File: src/rtl/comm_master.sv
// comm_master: sends a captured 16-bit command as two 8N1 UART frames, high byte first,
// and flags completion on cmd_cmplt until the next accepted request.
module comm_master #(
    parameter int BAUD_DIV = 2604
) (
    input  logic        clk,
    input  logic        rst_n,
    input  logic        snd_cmd,
    input  logic [15:0] cmd,
    output logic        TX,
    output logic        cmd_cmplt
);
    localparam int BW = $clog2(BAUD_DIV);

    typedef enum logic [1:0] {IDLE, SEND_HIGH, SEND_LOW} state_t;

    state_t        state, state_n;
    logic [15:0]   hold, hold_n;
    logic [9:0]    shift, shift_n;
    logic [BW-1:0] baud, baud_n;
    logic [3:0]    bit_cnt, bit_n;
    logic          tx_n, cmplt_n, fin, fin_n, bit_end, last;

    assign bit_end = baud == BW'(BAUD_DIV - 1);
    assign last    = bit_end && bit_cnt == 4'd9;

    always_ff @(posedge clk) begin
        if (!rst_n) begin
            state     <= IDLE;
            hold      <= '0;
            shift     <= '0;
            baud      <= '0;
            bit_cnt   <= '0;
            fin       <= 1'b0;
            TX        <= 1'b1;
            cmd_cmplt <= 1'b0;
        end else begin
            state     <= state_n;
            hold      <= hold_n;
            shift     <= shift_n;
            baud      <= baud_n;
            bit_cnt   <= bit_n;
            fin       <= fin_n;
            TX        <= tx_n;
            cmd_cmplt <= cmplt_n;
        end
    end

    // TX follows shift[0] one clock late, so the last stop-bit edge lands in IDLE and
    // fin carries completion into the following cycle, where a waiting request can preempt it.
    always_comb begin
        state_n = state;
        hold_n  = hold;
        shift_n = shift;
        baud_n  = baud;
        bit_n   = bit_cnt;
        cmplt_n = cmd_cmplt;
        tx_n    = state == IDLE ? 1'b1 : shift[0];
        fin_n   = state == SEND_LOW && last;
        if (state == IDLE) begin
            if (snd_cmd) begin
                state_n = SEND_HIGH;
                hold_n  = cmd;
                shift_n = {1'b1, cmd[15:8], 1'b0};
                baud_n  = '0;
                bit_n   = '0;
                cmplt_n = 1'b0;
            end else if (fin) begin
                cmplt_n = 1'b1;
            end
        end else begin
            baud_n = bit_end ? '0 : baud + 1'b1;
            if (bit_end) begin
                shift_n = {1'b1, shift[9:1]};
                bit_n   = bit_cnt + 4'd1;
            end
            if (last) begin
                bit_n = '0;
                if (state == SEND_HIGH) begin
                    state_n = SEND_LOW;
                    hold_n  = {hold[7:0], hold[15:8]};
                    shift_n = {1'b1, hold[7:0], 1'b0};
                end else begin
                    state_n = IDLE;
                end
            end
        end
    end
endmodule

File: config.mk
export PLATFORM = sky130hd
export DESIGN_NAME = comm_master
export DESIGN_NICKNAME = d
export VERILOG_FILES = /design/src/rtl/comm_master.sv
export SDC_FILE = /design/constraint.sdc
export NUM_CORES = 1
export LEC_CHECK = 0
export CORE_MARGIN = 1
export CORE_UTILIZATION = 40
export DETAILED_ROUTE_END_ITERATION = 8
export SLEW_MARGIN = 25
export SYNTH_ARGS = -nofsm -noshare
export SYNTH_HDL_FRONTEND = slang
export SYNTH_SLANG_ARGS = --single-unit
export TNS_END_PERCENT = 50
File: constraint.sdc
create_clock -name clk -period 5.2 [get_ports clk]
set_input_delay 1.3 -clock clk [delete_from_list [all_inputs] [get_ports clk]]
set_output_delay 1.3 -clock clk [all_outputs]
set_load 0.02 [all_outputs]
======== Yosys cells after proc, flatten, opt, wreduce, memory -nomap -nowiden ========
Cells that the tools add are included.
W data, S select, Z words.
word-level totals
  bits in latches ......................... 0
  memory bits (writable) .................. 0
  register bits ........................... 47
  memories kept ........................... 0
  ROM bits ................................ 0
  output and inout bits ................... 2
operators by class
  $lt $le $gt $ge ......................... 0
  mux-type cells .......................... 22
  equality and inequality tests ........... 5
  shift operators ......................... 0
  add/subtract/negate cells ............... 2
  bitwise gates (word level) .............. 1
  $mul .................................... 0
  divide/modulo/power cells ............... 0
  reductions and logical operators ........ 12
operators by type and width
  operator                 number
  $mux W16                 4
  $mux W10                 5
  $mux W12                 3
  $mux W4                  4
  $add A12 B1 Y12 const B  1
  $eq A12 B12 Y1 const B   1
  $mux W2                  4
  $reduce_and A2 Y1        3
  $reduce_bool A2 Y1       3
  $add A4 B1 Y4 const B    1
  $eq A4 B4 Y1 const B     1
  $reduce_and A3 Y1        1
  $reduce_bool A3 Y1       1
  $eq A2 B1 Y1 const B     1
  $eq A2 B2 Y1 const B     1
  $logic_and A1 B1 Y1      2
  $logic_not A2 Y1         1
  $mux W1                  2
  $ne A2 B2 Y1 const B     1
  $reduce_or A2 Y1         1
  $not A1 Y1               1

======== Logic depth before layout (Yosys ltp) ========
  depth in word-level cells ............... 5
  mapped depth ............................ 7

======== Worst setup path before layout ========
No wires, ideal clock.
  kind .................................... input -> register
  start ................................... input rst_n
  end ..................................... register shift[1]
  buffers on the path ..................... 1
  library setup time ...................... 0.083 ns
  setup slack ............................. 2.815 ns
  stages .................................. 5
  arrival time ............................ 2.302 ns
  path through ............................ buf_2 > inv_2 > nor2_1 > o31ai_4 > o221ai_1
RTL lines
  element               line  source
  start, declared       7     input logic rst_n,
  end signal, assigned  40    shift <= shift_n;
  end, declared         19    logic [9:0] shift, shift_n;

==> impl_summary.txt <==
----------------------------------------------------
[Place]
  Area of placed instances ... between 0.002 and 0.003 sq mm
  Number of I/O port buffers ... 20
  Final weighted congestion in routability-driven placement ... 0.782
  Place WS ... 1.75 ns
  Half-perimeter wire length after placement ... 3550 microns

[Timing]
  Final critical delay including setup and external delays ... 3.11 ns
  Total of endpoints with negative setup slack in the final report ... 0
  Transition at the pin with the smallest max-transition slack ... 0.839 ns
  RSZ-0062 raised after global routing ... false
  Worst setup margin ... 2.09 ns
  Final TNS setup ... 0 ns
  Hold_ws ... between 0.4 and 0.5 ns
  Number of max-slew violations in the final report ... 0
  Total count of hold-check failures in the final report ... 0
  Max_slew headroom ... 44.0%
  Peak Freq ... around 320 MHz
  Share of the clock period used by the worst path after layout ... 59.8%
  Post-Route Skew ... 0.0135 ns

[Layout]
  Signed area change from the synthesized netlist to the final layout ... 12.8%
  Fillers ... 600
  Number of antenna cells inserted ... 0
  Final instance area ... 0.00290 sq mm
  Share of post-route cells with drive strength above 1 ... between 10% and 20%
  Number of nets in the finished design ... about 310

[GRT]
  Maximum number of pins on one net before global-route repair ... 38
  Vias in the first global route ... 1882
  GR Util All Layers ... 16.7%
  Number of antenna violations at the first check in global routing ... 0
  Grt total ovfl ... 0
  Wire length of the first global-routing pass ... 8650 microns

[Clock tree]
  Number of buffers added by the clock tree synthesis step ... 5
  Post-CTS setup buffer count ... 0
  Number of levels the H-tree was split into ... 2
  Clock net sink count ... 47
  Clk_lat worst skew ... 0.31 ns
  Hold-fix buffers, CTS ... 0
  Clk slew on worst S/H paths ... 0.10 ns
  Post_cts resized ... 0
  Library cell used as clock root buffer ... clkbuf_8
  Max clock buf depth ... 2
  TritonCTS clock tree ... built

[Power and ir drop]
  Post-layout power ... 0.778 mW
  Leakage component of the power ... 1.03 nW
  Power per unit of standard cell area ... 268 mW/mm^2
  Worst ir drop on vdd ... 0.000137 V

[Synth]
  Simple-gate share of the synthesized area ... approximately 22%
  Xor and xnor area share after synthesis ... 1.02%
  Primary flip-flop cell chosen by synthesis mapping ... dfxtp_1
  Compound-Gate Fraction of Synth Area ... 13.6%
  Total of warnings raised by yosys ... 0
  Adder-cell share of the synthesized area ... 1.46%
  Share of synthesized registers carrying an async set or reset ... 0%
  Synthesized area per cell ... between 9 and 10 sq um
  Synthesized instance count ... 276
  Yosys reg bits ... 47
  Fraction of the yosys area taken by sequential cells ... 36.6%
  Synthesized Nets ... 298
  Share of cell area taken by muxes after synthesis ... 21.0%
  Number of distinct library cell variants in the gate-level netlist after synthesis ... 56
  EDFF count, synth ... 0
  Combinational family with the most area after synthesis ... simple AND/OR/NAND/NOR gates
  Syn Std Cell Area ... about 0.0026 sq mm

[Critical path]
  Largest fanout of any net on the critical path ... 37
  Arrival @ worst endpoint ... 3.34 ns
  Data required time of the worst path ... 5.43 ns
  Crit path launch type ... input port
  Critical path class ... in2reg
  Nature of the critical path endpoint ... flip-flop

[Floorplanning]
  Die height ... 82.2 microns
  # rows ... 28
  Horizontal die dimension ... 82.2 microns
  Effective utilization at floorplan ... 42.4%
  Total die area ... between 0.006 and 0.007 sq mm
  Area of the core ... 0.00606 sq mm
  Number of top-level design ports ... 21

[Routing]
  WL met1 ... 2480 microns
  Total Wirelength ... 5150 microns
  Detailed-route wire length per cell ... 14.2 microns
  Count of nets left with antenna violations after detail routing ... 0
  Uppermost layer routed ... met4
  Iteration count of the initial detailed-routing pass ... 4
  Via count ... just over 2000
  Via density per instance ... 5.56
  Detailed-routed wire length on met3 ... ~200 microns
  Starting DRT DRC Count ... 89
  Residual DRC ... 0
  Detailed route wirelength on metal2 ... 2410 microns

[Job]
  Maximum capacitance violations ... 0

[Run status]
  Status ... complete, no violations

[Hold path]
  Worst Hold Class ... reg2reg

----------------------------------------------------
==> per-layer routing <==
metal / up-vias / GRT usage [%]
met1: 944 / 20.9
met4: 0 / 4.74
li1: 1030 / -
met5: - / 0
met2: 37 / 28.5
met3: 7 / 3.74
==> registers in the layout, indices dropped and copies added, names as in the netlist <==
| signal | cells |
|---|---|
| TX | 1 |
| baud | 12 |
| bit_cnt | 4 |
| cmd_cmplt | 1 |
| fin | 1 |
| hold | 16 |
| shift | 10 |
| state | 2 |
==> final timing paths <==
| path | start | cells past startpoint | end | slack [ns] |
|---|---|---|---|---|
| worst min-delay path | shift[0] | 1 | TX | 0.46 |
| worst max-delay path | rst_n | 6 | shift[5] | 2.09 |
| worst min register to register | shift[0] | 1 | TX | 0.46 |
| worst max register to register | baud[0] | 5 | shift[5] | 2.71 |
==> cell usage after synthesis, drive strengths merged, types with 2 or more instances <==
cell type	count	area [sq um]
nor3	2	15.0
a31oi	7	58.8
o221ai	8	70.1
o21ai	9	45.0
and4	3	26.3
o211ai	3	22.5
nand3b	2	15.0
and2	3	18.8
or3	2	12.5
nor2	9	33.8
a21oi	10	50.1
mux2i	27	270
nand2	49	184
mux2	24	270
ha	3	37.5
nor4b	2	32.5
dfxtp	47	941
clkbuf	8	31.3
xor2	3	26.3
nor3b	4	30.0
o31ai	2	28.8
nand4	3	18.8
nand3	10	55.1
inv	4	15.0
or4	2	15.0
buf	10	73.8
==> layout by cell type (no fill, tap or decap), types with 2 or more instances in the layout <==
cell,netlist,routed
buf_4,1,2
clkdlybuf4s50_1,0,20
a31oi_1,6,6
o21ai_0,9,9
xor2_1,3,3
nor2_1,9,8
or4_1,2,2
or3_1,2,2
mux2_2,24,24
nand2_1,49,49
o221ai_1,8,8
nand3b_1,2,2
dfxtp_1,47,47
and2_1,3,3
nand4_1,3,3
ha_1,3,3
nor3b_1,4,4
inv_1,3,3
a21oi_1,10,10
mux2i_1,27,27
clkbuf_8,0,6
nand3_1,9,9
o211ai_1,3,3
and4_1,3,3
==> cell families (layout without fill, tap and decap cells) <==
logic type,Yosys count,after routing
compound gates,48,48
simple gates,102,102
xor+xnor,3,3
buf+inv,22,34
mux,51,51
flops,47,47
fa+ha+maj,3,3
==> cell type report <==
class	count	area [sq um]	share of cell area, %
Clock buffer	6	82.6	2.85
Clock inverter	2	38.8	1.34
Inverter	4	15.0	0.518
Multi-Input combinational cell	207	1510	52.2
Sequential cell	47	941	32.5
Tap cell	75	93.8	3.24
Timing Repair Buffer	22	215	7.43
==> power by group <==
part | switching, mW | internal (mW) | leakage [nW]
Clock | 0.130 | 0.158 | 0.0618
Combinational | 0.0502 | 0.0533 | 0.589
Sequential | 0.0103 | 0.376 | 0.383
Total | 0.190 | 0.588 | 1.03
==> through the flow <==
stage | std cells | util [%]
finish | 363 | 47.8
global route | 363 | 47.8
CTS | 363 | 47.8
detailed placement | 355 | 45.8
global placement | 355 | 45.8
floorplan | 276 | -
==> worst max-delay path: stages <==
cell	delay, ns
clkdlybuf4s50_1	0.45
buf_4	0.32
inv_2	0.21
nor2_1	0.56
o31ai_4	0.25
o221ai_1	0.23
Power figures use the tool's default switching activity.
